==> src/rtl/cla_nibble_seq.sv <==
// Nibble-serial adder/subtractor. It pushes one shared 4-bit carry-lookahead
// slice across the operands, least significant nibble first. The result is
// held in registers behind a valid/ready handshake.
//
// Handshake: a request transfers on a rising edge where in_valid && in_ready.
// A result transfers on a rising edge where out_valid && out_ready. The
// requester must hold its request until it transfers, and the result stays
// stable until it transfers. in_ready is high only in IDLE, so requests are
// never accepted while a result is pending.
module cla_nibble_seq #(
  parameter int WIDTH   = 16,
  parameter int NIBBLES = WIDTH / 4
) (
  input  logic             clk,
  input  logic             rst,
  input  logic             in_valid,
  output logic             in_ready,
  input  logic [WIDTH-1:0] a,
  input  logic [WIDTH-1:0] b,
  input  logic             cin,
  input  logic             sub,
  output logic             out_valid,
  input  logic             out_ready,
  output logic [WIDTH-1:0] sum,
  output logic             cout,
  output logic             ovf,
  output logic             zero,
  output logic             busy
);

  localparam int CW = (NIBBLES > 1) ? $clog2(NIBBLES) : 1;

  typedef enum logic [1:0] {IDLE = 2'd0, RUN = 2'd1, DONE = 2'd2} state_t;

  state_t           state;
  logic [CW-1:0]    cnt;
  logic             carry;
  logic [WIDTH-1:0] op_a;
  logic [WIDTH-1:0] op_b;
  logic             sign_a;
  logic             sign_b;
  logic [WIDTH-1:0] sum_r;
  logic             cout_r;
  logic             ovf_r;
  logic             zero_r;
  logic             out_valid_r;
  logic             busy_r;
  logic             in_ready_r;

  logic [3:0]       nib_a;
  logic [3:0]       nib_b;
  logic [3:0]       g;
  logic [3:0]       p;
  logic [4:0]       c;
  logic [3:0]       slice_s;
  logic [WIDTH-1:0] sum_next;
  logic             last_pass;

  // The operands shift right each pass, so the slice always reads the low nibble.
  // It uses fully expanded lookahead carries.
  always_comb begin
    nib_a   = op_a[3:0];
    nib_b   = op_b[3:0];
    g       = nib_a & nib_b;
    p       = nib_a ^ nib_b;
    c[0]    = carry;
    c[1]    = g[0] | (p[0] & c[0]);
    c[2]    = g[1] | (p[1] & g[0]) | (p[1] & p[0] & c[0]);
    c[3]    = g[2] | (p[2] & g[1]) | (p[2] & p[1] & g[0]) | (p[2] & p[1] & p[0] & c[0]);
    c[4]    = g[3] | (p[3] & g[2]) | (p[3] & p[2] & g[1]) | (p[3] & p[2] & p[1] & g[0])
            | (p[3] & p[2] & p[1] & p[0] & c[0]);
    slice_s = p ^ c[3:0];
  end

  // Assemble the sum with this pass's nibble merged in. The final-edge flags
  // (zero and the sign of the result) are taken from this merged value.
  always_comb begin
    sum_next = sum_r;
    sum_next[4 * int'(cnt) +: 4] = slice_s;
    last_pass = (cnt == CW'(NIBBLES - 1));
  end

  // Sequencer FSM, with all outputs registered.
  always_ff @(posedge clk or posedge rst) begin
    if (rst) begin
      state       <= IDLE;
      cnt         <= '0;
      carry       <= 1'b0;
      op_a        <= '0;
      op_b        <= '0;
      sign_a      <= 1'b0;
      sign_b      <= 1'b0;
      sum_r       <= '0;
      cout_r      <= 1'b0;
      ovf_r       <= 1'b0;
      zero_r      <= 1'b0;
      out_valid_r <= 1'b0;
      busy_r      <= 1'b0;
      in_ready_r  <= 1'b1;
    end else begin
      case (state)
        IDLE: begin
          if (in_valid) begin
            op_a       <= a;
            op_b       <= sub ? ~b : b;
            carry      <= sub ? 1'b1 : cin;
            cnt        <= '0;
            sign_a     <= a[WIDTH-1];
            sign_b     <= sub ? ~b[WIDTH-1] : b[WIDTH-1];
            state      <= RUN;
            busy_r     <= 1'b1;
            in_ready_r <= 1'b0;
          end
        end
        RUN: begin
          sum_r <= sum_next;
          carry <= c[4];
          op_a  <= op_a >> 4;
          op_b  <= op_b >> 4;
          if (last_pass) begin
            cout_r      <= c[4];
            ovf_r       <= (sign_a == sign_b) && (sum_next[WIDTH-1] != sign_a);
            zero_r      <= (sum_next == '0);
            state       <= DONE;
            busy_r      <= 1'b0;
            out_valid_r <= 1'b1;
          end else begin
            cnt <= cnt + 1'b1;
          end
        end
        DONE: begin
          if (out_ready) begin
            state       <= IDLE;
            out_valid_r <= 1'b0;
            in_ready_r  <= 1'b1;
          end
        end
        default: begin
          state       <= IDLE;
          busy_r      <= 1'b0;
          out_valid_r <= 1'b0;
          in_ready_r  <= 1'b1;
        end
      endcase
    end
  end

  assign in_ready  = in_ready_r;
  assign out_valid = out_valid_r;
  assign busy      = busy_r;
  assign sum       = sum_r;
  assign cout      = cout_r;
  assign ovf       = ovf_r;
  assign zero      = zero_r;

endmodule

==> config.mk <==
export PLATFORM = sky130hd
export DESIGN_NAME = cla_nibble_seq
export DESIGN_NICKNAME = d
export VERILOG_FILES = /design/src/rtl/cla_nibble_seq.sv
export SDC_FILE = /design/constraint.sdc
export NUM_CORES = 1
export LEC_CHECK = 0
export CELL_PAD_IN_SITES_DETAIL_PLACEMENT = 0
export CELL_PAD_IN_SITES_GLOBAL_PLACEMENT = 1
export CORE_MARGIN = 2
export CORE_UTILIZATION = 40
export CTS_CLUSTER_SIZE = 16
export DETAILED_ROUTE_END_ITERATION = 7
export PLACE_DENSITY_LB_ADDON = 0.1
export SLEW_MARGIN = 30
export SYNTH_ARGS = -nofsm -noshare
export SYNTH_HDL_FRONTEND = slang
export SYNTH_SLANG_ARGS = --single-unit
==> constraint.sdc <==
create_clock -name clk -period 2.5 [get_ports clk]
set_input_delay 0.25 -clock clk [delete_from_list [all_inputs] [get_ports clk]]
set_output_delay 0.25 -clock clk [all_outputs]
set_load 0.01 [all_outputs]
==> summary.txt <==
Drt
  – DR iter-0 viols: 113
  – WL met1: 3.729 mm
  – Met3 routed WL: 366 microns
  – Max layer used: met4
  – Avg Vias per Cell: 5.201
  – Antenna-violating nets left: 0
  – Drt wl/cell: 14.98 microns
  – DR DRC count: 0
  – Met2 routed WL: 3.234 mm
  – Routed wire length: 7.458 mm
  – DR vias: 2590
  – First-pass iteration count of the detailed router: 4

Placement
  – Gp weighted congestion: 0.8281
  – Detailed placement HPWL: 5.405 mm
  – Placed Cells: 482
  – Port Buffers: 59

Timing
  – RSZ-0062 raised after global routing: false
  – Worst-Margin Slew: 425.7 ps
  – Crit share post-route: 0.8918
  – Hold Slack: 127.7 ps
  – Slew Limit Fails: 0
  – Top achievable clock speed: 448.5 MHz
  – Sum Neg Setup Slack: 0 ps
  – Minimum clock period: 2229 ps
  – Worst rel slew slack: 0.7089
  – Final setup viols: 0
  – Fin. Hold Viols: 0
  – Final clock skew: 9.738 ps

Final layout
  – Number of fillers in the final layout: 743
  – Layout cells sized above 1: 0.08586
  – # diodes: 0
  – Non-Filler Instances: 498
  – Final Net Count: 441
  – Synth-to-Final Area Change: 27.85%

Power
  – Switch Pwr: 2.193 mW
  – Logic pwr share: 0.528
  – Max rail drop VDD: 516.1 uV
  – Switching part of the total: 0.4204
  – PwrDens: 1285 nW/um^2
  – Cell internal pwr: 3.024 mW
  – Sequential power share: 0.331
  – Clock group share of total power: 0.142
  – Leak: 1.780 nW

Logic synthesis
  – Area of the mapped netlist: 3177 sq um
  – Syn Nets: 377
  – Cells after Synth: 327
  – Cell taking the most area after synthesis: dfrtp_1
  – Sequential-to-total area share from yosys stat: 0.4809
  – Post-synth ARST share: 1.000
  – Synth top area share: 0.4726
  – Total number of yosys warnings: 0
  – Number of flops mapped to enable cells by yosys: 0
  – Syn_area_per_cell: 9.715 sq um
  – Dominant cells by area after synthesis: dfrtp_1 (47%), nand2_1 (6.4%), ha_1 (4.3%), xnor2_1 (3.9%), nor2b_1 (3.7%)
  – Synth cell types: 45
  – Synth Flop Type: dfrtp_1
  – Flops & latches, synth: 61

Clocking
  – Postcts setup bufs: 0
  – Number of H-tree levels: 3
  – Worst skew pair latency: 340 ps
  – Resized cells post-CTS: 0
  – Num CTS Buffers: 9
  – Post-CTS Hold Buffers: 0
  – Worst-path clk slew: 70 ps
  – CTS root buf: clkbuf_8
  – Clock sink total: 61
  – Clk buf depth: 2
  – CTS tree: yes

Die
  – Die Y: 93.12 microns
  – CORE AREA: 7727 sq um
  – I/O pin cnt: 60
  – Initial cell density of the core: 0.4111
  – Die area: 8670 sq um
  – Std-Cell Rows: 32
  – Die width: 93.12 microns

Worst setup path
  – Crit Path Class: reg -> reg
  – Startpoint types: flip-flop
  – Critical Path Sink Type: flip-flop
  – WP data arrival: 2510 ps
  – Crit path max fanout: 10
  – Crit path required time: 2780 ps

GRT
  – Initial antenna violation count: 0
  – Total grt overflow: 0
  – Largest net degree at the start of global routing: 37
  – Vias in the first global route: 2587
  – Aggregate global-route resource usage: 0.1872
  – First-pass GRT wire length: 12.66 mm

Run status
  – Status: complete, no violations

Worst hold path
  – Worst Hold Class: in -> async

Run
  – MaxCap Viol Count: 0
final cells by class:
cell class / instances / area (sq um) / area share
well taps: 102 / 127.6 / 0.03142
flip-flops and latches: 61 / 1528 / 0.3762
inverters: 8 / 30.03 / 0.007394
clock inverters: 5 / 27.53 / 0.006778
multi-input cells: 240 / 1524 / 0.3752
clock buffers: 11 / 131.4 / 0.03235
repair buffers: 71 / 693.2 / 0.1707
state kept, by name, summed over array words and instances, names as in the netlist:
name and count:
out_valid 1, sign_a 1, state 2, cout 1, sum 16, op_b 16
zero 1, in_ready 1, busy 1, op_a 16, carry 1, sign_b 1
ovf 1, cnt 2
cell usage in the layout, fill, tap and decap left out, types with 4 or more instances in the layout:
master            n
a22o_1           12
dfrtp_1          60
xnor2_1          14
nand2_1          54
a21o_1            5
xor2_1            6
ha_1             11
o22a_1           12
and3_1            4
clkinv_2          4
buf_4            11
a21oi_1          17
a31oi_1          15
clkbuf_8          9
nor2b_1          19
inv_1             7
nor2_1           23
clkdlybuf4s50_1  59
o21ai_0          15
logic make-up (layout without fill, tap and decap cells):
group | count (synthesis) | in the layout | share of synthesized area
buf+inv | 26 | 95 | 0.03939
compound gates | 87 | 87 | 0.1887
mux | 3 | 3 | 0.01024
xor+xnor | 20 | 20 | 0.05514
fa+ha+maj | 12 | 12 | 0.04963
flops | 61 | 61 | 0.4809
simple gates | 118 | 118 | 0.1761
through the flow:
step	power, mW	setup slack, ps	utilization	cell area (sq um)
floorplan	3.662	528.8	-	3177
global placement	4.482	408.8	0.5050	3902
detailed placement	4.510	321.1	0.5050	3902
CTS	5.266	296.0	0.5256	4061
global route	5.681	122.9	0.5256	4061
finish	5.218	270.6	0.5256	4061
power by group through the flow:
stage	clock (mW)	sequential, mW	combinational [mW]
detailed placement	0	1.74	2.77
finish	0.740	1.72	2.75
CTS	0.754	1.73	2.79
floorplan	0	1.71	1.95
global route	0.818	1.79	3.07
global placement	0	1.73	2.75
Yosys cell counts, types with 2 or more instances:
cell       n
mux2_2     2
o21ai_0   15
nor3_1     2
nand3_1    2
a21o_1     5
and3b_1    2
ha_1      11
buf_6      2
nor4_1     2
a21oi_1   17
clkbuf_1   8
buf_2      7
a22o_1    12
nand3b_1   2
dfrtp_1   60
a211oi_1   2
xnor2_1   14
nand2_1   54
nor2_1    23
and3_1     4
xor2_1     6
nor2b_1   19
a31oi_1   15
o22a_1    12
inv_1      8
a32o_1     2
path summary, 6_finish.rpt:
check	startpoint	to	slack (ps)	depth (start not counted)
setup / recovery	cnt[0]	zero	270	7
hold / removal	rst	sum[15]	130	2
setup reg to reg	cnt[0]	zero	270	7
hold reg to reg	in_ready	in_ready	460	2
max in group asynchronous	rst	op_a[0]	1810	3
min in group clk	in_ready	in_ready	460	2
critical path, stage by stage, from the launching register on:
cell and delay [ps]:
dfrtp_1 490, inv_1 140, ha_1 440, and4b_1 260, a22o_1 220, nor4_1 260
and3_1 200, a32o_1 160
per-layer routing:
layer | up-vias | GRT usage
met5 | - | 0
met1 | 1236 | 0.2735
met4 | 0 | 0.07353
met2 | 71 | 0.2748
li1 | 1272 | -
met3 | 11 | 0.03546
(Power assumes the default switching activity.)
